[src/rtl/ex_div_sequencer.sv]
// RV32M divide sequencer for the EX stage: radix-2 restoring divider that holds
// the pipeline while iterating and hands back a sign-corrected result plus rd.
module ex_div_sequencer #(
  parameter int XLEN  = 32,
  parameter int CNT_W = $clog2(XLEN+1)
) (
  input  logic            clk,
  input  logic            rst,
  input  logic            start_i,
  input  logic [1:0]      op_i,
  input  logic [XLEN-1:0] rs1_i,
  input  logic [XLEN-1:0] rs2_i,
  input  logic [4:0]      rd_addr_i,
  input  logic            flush_i,
  output logic            stall_o,
  output logic            busy_o,
  output logic            valid_o,
  output logic [XLEN-1:0] result_o,
  output logic [4:0]      rd_addr_o
);
  localparam logic [1:0] S_IDLE = 2'd0;
  localparam logic [1:0] S_BUSY = 2'd1;
  localparam logic [1:0] S_DONE = 2'd2;

  logic [1:0]      state_q, state_d;
  logic [CNT_W-1:0] cnt_q, cnt_d;
  logic [XLEN-1:0] rem_q, rem_d, quo_q, quo_d, dvs_q, dvs_d;
  logic [1:0]      op_q, op_d;
  logic [4:0]      rd_q, rd_d, ord_q, ord_d;
  logic            negq_q, negq_d, negr_q, negr_d;
  logic [XLEN-1:0] out_q, out_d;

  logic            sgn, s1, s2;
  logic [XLEN-1:0] a_abs, b_abs, rem_nx, quo_nx, res_sel;
  logic [XLEN:0]   rem_sh, rem_sub;
  logic            ge;

  always_comb begin
    sgn   = ~op_i[0];
    s1    = sgn & rs1_i[XLEN-1];
    s2    = sgn & rs2_i[XLEN-1];
    a_abs = s1 ? -rs1_i : rs1_i;
    b_abs = s2 ? -rs2_i : rs2_i;
    // Full-width partial remainder so the top shifted-out bit takes part in the compare.
    rem_sh  = {rem_q, quo_q[XLEN-1]};
    ge      = rem_sh >= {1'b0, dvs_q};
    rem_sub = rem_sh - {1'b0, dvs_q};
    rem_nx  = ge ? rem_sub[XLEN-1:0] : rem_sh[XLEN-1:0];
    quo_nx  = {quo_q[XLEN-2:0], ge};
  end

  always_comb begin
    state_d = state_q;
    cnt_d   = cnt_q;
    rem_d   = rem_q;
    quo_d   = quo_q;
    dvs_d   = dvs_q;
    op_d    = op_q;
    rd_d    = rd_q;
    negq_d  = negq_q;
    negr_d  = negr_q;
    case (state_q)
      S_IDLE: if (start_i && !flush_i) begin
        op_d   = op_i;
        rd_d   = rd_addr_i;
        negq_d = s1 ^ s2;
        negr_d = s1;
        if (rs2_i == '0) begin
          quo_d   = '1;
          rem_d   = rs1_i;
          state_d = S_DONE;
        end else if (sgn && rs1_i == {1'b1, {(XLEN-1){1'b0}}} && rs2_i == '1) begin
          quo_d   = {1'b1, {(XLEN-1){1'b0}}};
          rem_d   = '0;
          state_d = S_DONE;
        end else begin
          rem_d   = '0;
          quo_d   = a_abs;
          dvs_d   = b_abs;
          cnt_d   = CNT_W'(XLEN);
          state_d = S_BUSY;
        end
      end
      S_BUSY: begin
        rem_d = rem_nx;
        quo_d = quo_nx;
        cnt_d = cnt_q - 1'b1;
        if (cnt_q == CNT_W'(1)) begin
          quo_d   = negq_q ? -quo_nx : quo_nx;
          rem_d   = negr_q ? -rem_nx : rem_nx;
          state_d = S_DONE;
        end
      end
      default: state_d = S_IDLE;
    endcase
    if (flush_i && state_q != S_IDLE) state_d = S_IDLE;
  end

  assign busy_o   = state_q != S_IDLE;
  assign stall_o  = !flush_i && ((state_q == S_IDLE && start_i) || state_q == S_BUSY);
  assign valid_o  = state_q == S_DONE && !flush_i && !rst;
  assign res_sel  = op_q[1] ? rem_q : quo_q;
  assign result_o = valid_o ? res_sel : out_q;
  assign rd_addr_o = valid_o ? rd_q : ord_q;
  assign out_d    = result_o;
  assign ord_d    = rd_addr_o;

  always_ff @(posedge clk) begin
    if (rst) begin
      state_q <= S_IDLE;
      cnt_q   <= '0;
      rem_q   <= '0;
      quo_q   <= '0;
      dvs_q   <= '0;
      op_q    <= '0;
      rd_q    <= '0;
      negq_q  <= 1'b0;
      negr_q  <= 1'b0;
      out_q   <= '0;
      ord_q   <= '0;
    end else begin
      state_q <= state_d;
      cnt_q   <= cnt_d;
      rem_q   <= rem_d;
      quo_q   <= quo_d;
      dvs_q   <= dvs_d;
      op_q    <= op_d;
      rd_q    <= rd_d;
      negq_q  <= negq_d;
      negr_q  <= negr_d;
      out_q   <= out_d;
      ord_q   <= ord_d;
    end
  end
endmodule

[config.mk]
export PLATFORM = sky130hd
export DESIGN_NAME = ex_div_sequencer
export DESIGN_NICKNAME = d
export VERILOG_FILES = /design/src/rtl/ex_div_sequencer.sv
export SDC_FILE = /design/constraint.sdc
export NUM_CORES = 1
export LEC_CHECK = 0
export BUFFER_PORTS_ARGS = -buffer_cell sky130_fd_sc_hd__buf_2
export CAP_MARGIN = 40
export CELL_PAD_IN_SITES_DETAIL_PLACEMENT = 1
export CELL_PAD_IN_SITES_GLOBAL_PLACEMENT = 1
export CORE_MARGIN = 10
export CORE_UTILIZATION = 45
export DETAILED_ROUTE_END_ITERATION = 12
export PLACE_DENSITY = 0.88
export SETUP_SLACK_MARGIN = 0.4
export SLEW_MARGIN = 20
export SYNTH_ARGS = -nofsm -noshare
export SYNTH_HDL_FRONTEND = slang
export SYNTH_SLANG_ARGS = --single-unit
[constraint.sdc]
create_clock -name clk -period 12.4 [get_ports clk]
set_input_delay 2.48 -clock clk [delete_from_list [all_inputs] [get_ports clk]]
set_output_delay 2.48 -clock clk [all_outputs]
set_load 0.03 [all_outputs]
==> impl_metrics.py, run 1 <==
metrics = {
    "run_status": {
        "status": "finished clean",
    },
    "worst_hold_path": {
        "min_to": "dvs_q[22]$_SDFFE_PP0P_",
        "min-delay-start": "dvs_q[22]$_SDFFE_PP0P_",
        "hold_depth": 2,
        "hold_path_class": "flop to flop",
    },
    "setup_path": {
        "critPathLaunch": "rst",
        "crit_required_ns": 9.92,
        "path_common_cell": "buf_4",
        "path_cells": "buf_4, nor4_2, buf_4, mux2_2, buf_2",
        "r2r_end": "quo_q[30]$_SDFFE_PP0P_",
        "slowest_stage": "buf_4",
        "slowest_delay_ns": 0.58,
        "path_class": "primary input to primary output",
        "reg2reg_setup_slack_ns": 6.54,
        "reg2reg_depth": 17,
        "arrival_ns": 4.25,
        "crit_family": "buffers and inverters",
        "setup.worst_path.start_class": "primary input",
        "crit_path_end_kind": "primary output",
        "critPathBufInv": 3,
        "cp_max_fo": 75,
        "reg2reg_from": "rem_q[5]$_SDFFE_PP0P_",
    },
    "drt": {
        "wl_per_cell_um": 22.9,
        "via_count": 13300,
        "drtIter0Drc": 1393,
        "wl_mm": 46.6,
        "ant_nets": 0,
        "drtPass1Iterations": 6,
        "route.detailed.drc": 0,
        "drt-vias-per-instance": 6.56,
    },
    "logic_synthesis": {
        "synthTopCellsByArea": "dfxtp_1 (25%), a21oi_1 (6.8%), nor2_1 (5.8%), xnor2_1 (5.5%), nand2_1 (4.8%)",
        "synth.cell_area_um2": 12000,
        "synth.distinct_cells": 78,
        "async_reset_ff_share_pct": 0,
        "yosys_warnings": 0,
        "synth_top_area_share_pct": 24.9,
        "yosysSeqAreaShare_pct": 24.9,
        "ys.flop_type": "dfxtp_1",
        "synth_top_cell_by_area": "dfxtp_1",
        "syn_area_per_cell_um2": 7.35,
        "ys_seq_elements": 149,
        "synthCells": 1632,
        "synth_edf_count": 0,
        "synthesis.nets": 1747,
    },
    "clocking": {
        "cts_tree": "built",
        "post-cts-setup-buffer-count": 0,
        "clkTransAtPathRegs_ns": 0.06,
        "insertion_delay_ns": 0.45,
        "hold_buffers": 0,
        "cts-root-buf": "clkbuf_16",
        "cts_made_buffers": 17,
        "htreeDepth": 4,
        "cts_resized": 0,
        "cts_buffer_depth": 2,
        "cts_num_sinks": 149,
    },
    "sta": {
        "tns_ns": 0,
        "period_needed_ns": 6.73,
        "drv_slew": 0,
        "finalCritPeriodShare_pct": 54.3,
        "grt_setup_unrepaired": "no",
        "slew_headroom_pct": 41.3,
        "tightest_slew_ns": 0.880,
        "final_hold_viol_count": 0,
        "clock_skew_ns": 0.0165,
        "clock.fmax_mhz": 149,
        "setup_viol": 0,
        "worst_slack_ns": 5.67,
    },
    "cells_and_area": {
        "drive_above_1_share_pct": 12.2,
        "mostFrequentLayoutCells": "nor2_1 (184), a21oi_1 (163), nand2_1 (152)",
        "fillers": 3379,
        "mostFrequentLayoutCell": "nor2_1",
        "multi_input_area_um2": 8370,
        "nets": 1797,
        "ff_latch_area_um2": 2980,
        "area_delta_synth_final_pct": 11.2,
    },
    "floorplanning": {
        "rows": 59,
        "die_w_um": 183,
        "io_pins": 115,
        "dieArea_um2": 33600,
        "start_util_pct": 45.9,
        "dieHeight_um": 183,
        "core_um2": 26100,
    },
    "pwr": {
        "power_density_nw_per_um2": 120,
        "vdd_drop_max_mv": 0.0628,
        "comb_power_share_pct": 33.5,
        "clock_power_share_pct": 33.6,
        "p_leak_nw": 5.24,
        "power.switching_mw": 0.627,
        "power_frac_seq_pct": 32.9,
        "switching_share_pct": 39.2,
        "power.internal_mw": 0.973,
    },
    "global_routing": {
        "grt_pass1_wl_mm": 74.0,
        "grt_pass1_vias": 13500,
        "antenna_found_initial": 3,
        "grt_overflow": 0,
        "gr-usage-all-layers_pct": 27.0,
        "grt_start_max_net_pins": 76,
    },
    "place": {
        "gp_congestion": 0.947,
        "hpwl_mm": 34.2,
        "io_buffers": 114,
        "dpl_worst_slack_ns": 5.64,
    },
    "flow_run": {
        "drv_cap": 0,
    },
}
[cell families (layout without fill, tap and decap cells)]
family	after synthesis	count (layout)	synth area share, %
AND/OR/NAND/NOR	609	609	24.6
AO/OA/AOI/OAI	487	487	26.8
buffers and inverters	165	228	5.56
flip-flops	149	149	24.9
XOR/XNOR	132	132	9.63
multiplexers	50	50	4.24
adder cells (fa/ha/maj)	40	40	4.23
other	0	3	0
[power groups by stage]
stage	clock [mW]	combinational [mW]	sequential [mW]
after floorplan	0	0.374	0.526
after detailed placement	0	0.513	0.535
after global placement	0	0.491	0.533
final	0.538	0.537	0.526
after global routing	0.562	0.584	0.528
after CTS	0.539	0.522	0.525
[synth_stat cells, types with 11 or more instances]
cell,instances
a21oi_1,163
xor2_1,56
a211o_1,11
nand3_1,19
o211ai_1,11
clkbuf_1,72
or3_1,20
xnor2_1,76
ha_1,39
nand2b_1,11
nor2b_1,50
or4_1,11
nand4_1,32
o21ai_0,82
a2111oi_0,19
and3_1,14
and2_1,11
nand2_1,153
mux2i_1,43
nor3_1,54
a31oi_1,17
inv_1,59
nor2_1,184
a211oi_1,47
dfxtp_1,149
o31ai_1,15
o221ai_1,22
nor4_1,19
o41ai_1,12
buf_2,32
[cell type report]
type	count	share of cell area [%]
multi-input cells	1318	62.7
flip-flops and latches	149	22.4
repair buffers	137	5.67
clock buffers	17	3.19
well taps	335	3.14
inverters	59	1.66
clock inverters	15	1.20
diodes	3	0.0562
[tightest hold or removal path, cell delays in order, from the launching register on]
cell	delay, ns
dfxtp_1	0.31
nand2_1	0.05
a21oi_1	0.05
[worst max path at each step]
stage	end	slack, ns	cells past startpoint
detailed placement	rd_addr_o[4]	5.64	5
finish	rd_addr_o[4]	5.67	5
global placement	rd_addr_o[4]	5.70	5
CTS	rd_addr_o[4]	5.64	5
floorplan	result_o[22]	5.41	5
global route	rd_addr_o[4]	5.51	5
[metrics by stage]
stage          util (%)  hold slack (ns)  std cells  power [mW]  area (um^2)
6_report           51.1            0.458       2033        1.60        13300
5_1_grt            51.1            0.489       2033        1.67        13300
4_1_cts            51.0            0.459       2028        1.59        13300
3_5_place_dp       48.8            0.451       1996        1.05        12700
3_3_place_gp       48.6            0.441       1993        1.02        12700
2_1_floorplan         -            0.432       1632       0.901        12000
[registers in the layout, indices dropped and copies added (netlist names)]
| name | flops |
|---|---|
| dvs_q | 32 |
| out_q | 32 |
| quo_q | 32 |
| rem_q | 32 |
| cnt_q | 6 |
| ord_q | 5 |
| rd_q | 5 |
| state_q | 2 |
| negq_q | 1 |
| negr_q | 1 |
| op_q | 1 |
[per-layer routing]
metal  up-vias  part of all wire (%)  global-route usage [%]
met4         0                   3.8                    11.6
met2       618                    47                    44.4
met5         -                     0                       0
li1       6044                     -                       -
met1      6539                    42                    34.3
met3       143                   7.0                    4.29
Note: power is estimated with default switching activity, not from simulation.
==> run 2: changes to the inputs <==
- CORE_UTILIZATION: 45 -> 40
- PLACE_DENSITY: 0.88 -> 0.83
- clock period: 12.4 -> 5.7 ns (I/O delays scaled with it)
==> run 2 against run 1 <==
Against the previous run: largest cell class unchanged; clock skew about the same; non-clock buffer count grew 8; count of clock-buffer cells in the layout increased by 1; largest power group is now combinational logic; flip-flop and latch count did not move; utilization decreased by 5.6 points; routed wire length is 3.4% higher; die area increased by 11%; cell area increased by 1.0%.
==> impl_metrics.py, run 2 (synthesized netlist as in run 1, its figures left out) <==
metrics = {
    "drt": {
        "drtIter0Drc": 1157,
        "route.detailed.drc": 0,
        "drt-vias-per-instance": 6.34,
        "wl_mm": 48.2,
        "drtPass1Iterations": 5,
        "wl_per_cell_um": 23.0,
        "via_count": 13300,
        "ant_nets": 0,
    },
    "pwr": {
        "vdd_drop_max_mv": 0.208,
        "p_leak_nw": 5.29,
        "power_density_nw_per_um2": 262,
    },
    "place": {
        "gp_congestion": 0.961,
        "io_buffers": 114,
        "dpl_worst_slack_ns": 0.529,
        "hpwl_mm": 36.3,
    },
    "floorplanning": {
        "dieArea_um2": 37300,
        "io_pins": 115,
        "die_w_um": 193,
        "rows": 63,
        "core_um2": 29600,
        "dieHeight_um": 193,
        "start_util_pct": 40.5,
    },
    "sta": {
        "grt_setup_unrepaired": "no",
        "final_hold_viol_count": 0,
        "clock_skew_ns": 0.0170,
        "slew_headroom_pct": 41.5,
        "period_needed_ns": 5.03,
        "tightest_slew_ns": 0.877,
        "finalCritPeriodShare_pct": 88.2,
        "worst_slack_ns": 0.671,
        "setup_viol": 0,
        "drv_slew": 0,
        "tns_ns": 0,
        "clock.fmax_mhz": 199,
    },
    "clocking": {
        "cts-root-buf": "clkbuf_16",
        "clkTransAtPathRegs_ns": 0.07,
        "hold_buffers": 0,
        "cts_made_buffers": 17,
        "cts_buffer_depth": 2,
        "insertion_delay_ns": 0.45,
        "htreeDepth": 4,
        "cts_tree": "built",
        "cts_num_sinks": 149,
    },
    "cells_and_area": {
        "nets": 1805,
        "fillers": 3847,
        "mostFrequentLayoutCells": "nor2_1 (184), a21oi_1 (162), nand2_1 (152)",
        "mostFrequentLayoutCell": "nor2_1",
        "ff_latch_area_um2": 2990,
        "area_delta_synth_final_pct": 12.4,
        "multi_input_area_um2": 8380,
        "drive_above_1_share_pct": 12.6,
        "n_antenna_cell": 0,
    },
    "setup_path": {
        "path_class": "flop to flop",
        "crit_required_ns": 6.04,
        "arrival_ns": 5.37,
        "setup.worst_path.start_class": "flop",
        "crit_path_end_kind": "flop",
        "cp_max_fo": 10,
    },
    "global_routing": {
        "gr-usage-all-layers_pct": 24.4,
        "grt_pass1_wl_mm": 75.3,
        "grt_start_max_net_pins": 71,
        "antenna_found_initial": 1,
        "grt_overflow": 0,
        "grt_pass1_vias": 13200,
    },
    "worst_hold_path": {
        "hold_path_class": "flop to flop",
    },
    "flow_run": {
        "drv_cap": 0,
    },
    "run_status": {
        "status": "finished clean",
    },
}
[run 2: cell types whose count changed in the layout (fill, tap and decap cells not counted), sizes merged]
| cell | before | now |
|---|---|---|
| buf | 136 | 145 |
| clkinv | 3 | 4 |
| clkinvlp | 3 | 1 |
| diode | 3 | 0 |
[run 2: what timing repair did]
item,CTS,global route
buffers inserted,0,1
endpoints found under the setup margin,0,7
gates resized for setup,0,3
[run 2: layer usage]
metal / share of wire (%) / vias up / routed length, um / GRT usage, %
met4: 3.2 / 2 / 1530 / 8.98
met5: 0.021 / - / 10 / 0
li1: - / 6058 / - / -
met1: 43 / 6546 / 20900 / 31.6
met3: 6.8 / 113 / 3300 / 3.63
met2: 46 / 557 / 22400 / 39.9
[run 2: area by class of cell]
| cell class | count | share of cell area, % |
|---|---|---|
| multi-input cells | 1318 | 62.2 |
| flip-flops and latches | 149 | 22.1 |
| repair buffers | 145 | 6.07 |
| well taps | 390 | 3.62 |
| clock buffers | 18 | 3.18 |
| inverters | 59 | 1.64 |
| clock inverters | 14 | 1.19 |
[run 2: final timing paths]
check | start | endpoint | slack (ns) | depth (start not counted)
worst max-delay path | rem_q[23]$_SDFFE_PP0P_ | rem_q[22]$_SDFFE_PP0P_ | 0.67 | 17
worst min-delay path | dvs_q[31]$_SDFFE_PP0P_ | dvs_q[31]$_SDFFE_PP0P_ | 0.46 | 2
worst max register to register | rem_q[23]$_SDFFE_PP0P_ | rem_q[22]$_SDFFE_PP0P_ | 0.67 | 17
worst min register to register | dvs_q[31]$_SDFFE_PP0P_ | dvs_q[31]$_SDFFE_PP0P_ | 0.46 | 2
[run 2: stage by stage]
step | hold WS (ns) | std cells | area, um^2 | utilization [%] | power (mW)
2_1_floorplan | 0.432 | 1632 | 12000 | - | 1.96
3_3_place_gp | 0.440 | 2057 | 12900 | 43.4 | 2.27
3_5_place_dp | 0.449 | 2059 | 12900 | 43.4 | 2.31
4_1_cts | 0.457 | 2091 | 13500 | 45.4 | 3.50
5_1_grt | 0.480 | 2093 | 13500 | 45.5 | 3.68
6_report | 0.456 | 2093 | 13500 | 45.5 | 3.54
[run 2: critical path, cell delays in order, from the launching register on]
cell and delay, ns:
dfxtp_1 0.39, ha_1 0.50, nand4_1 0.20, nor3_1 0.44, o211a_1 0.25, a221o_2 0.22
a21o_1 0.26, mux2i_1 0.32, ha_1 0.29, or4b_1 0.47, or3_1 0.34, a211o_1 0.29
o41a_4 0.14, nor4_4 0.13, buf_4 0.19, a31oi_1 0.10, xnor2_1 0.14, a221oi_1 0.25
[run 2: report_power, final]
| part | total (mW) | internal, mW | switching, mW |
|---|---|---|---|
| registers | 1.15 | 1.09 | 0.0579 |
| clock network | 1.19 | 0.625 | 0.569 |
| logic | 1.20 | 0.416 | 0.779 |
| total | 3.54 | 2.13 | 1.41 |
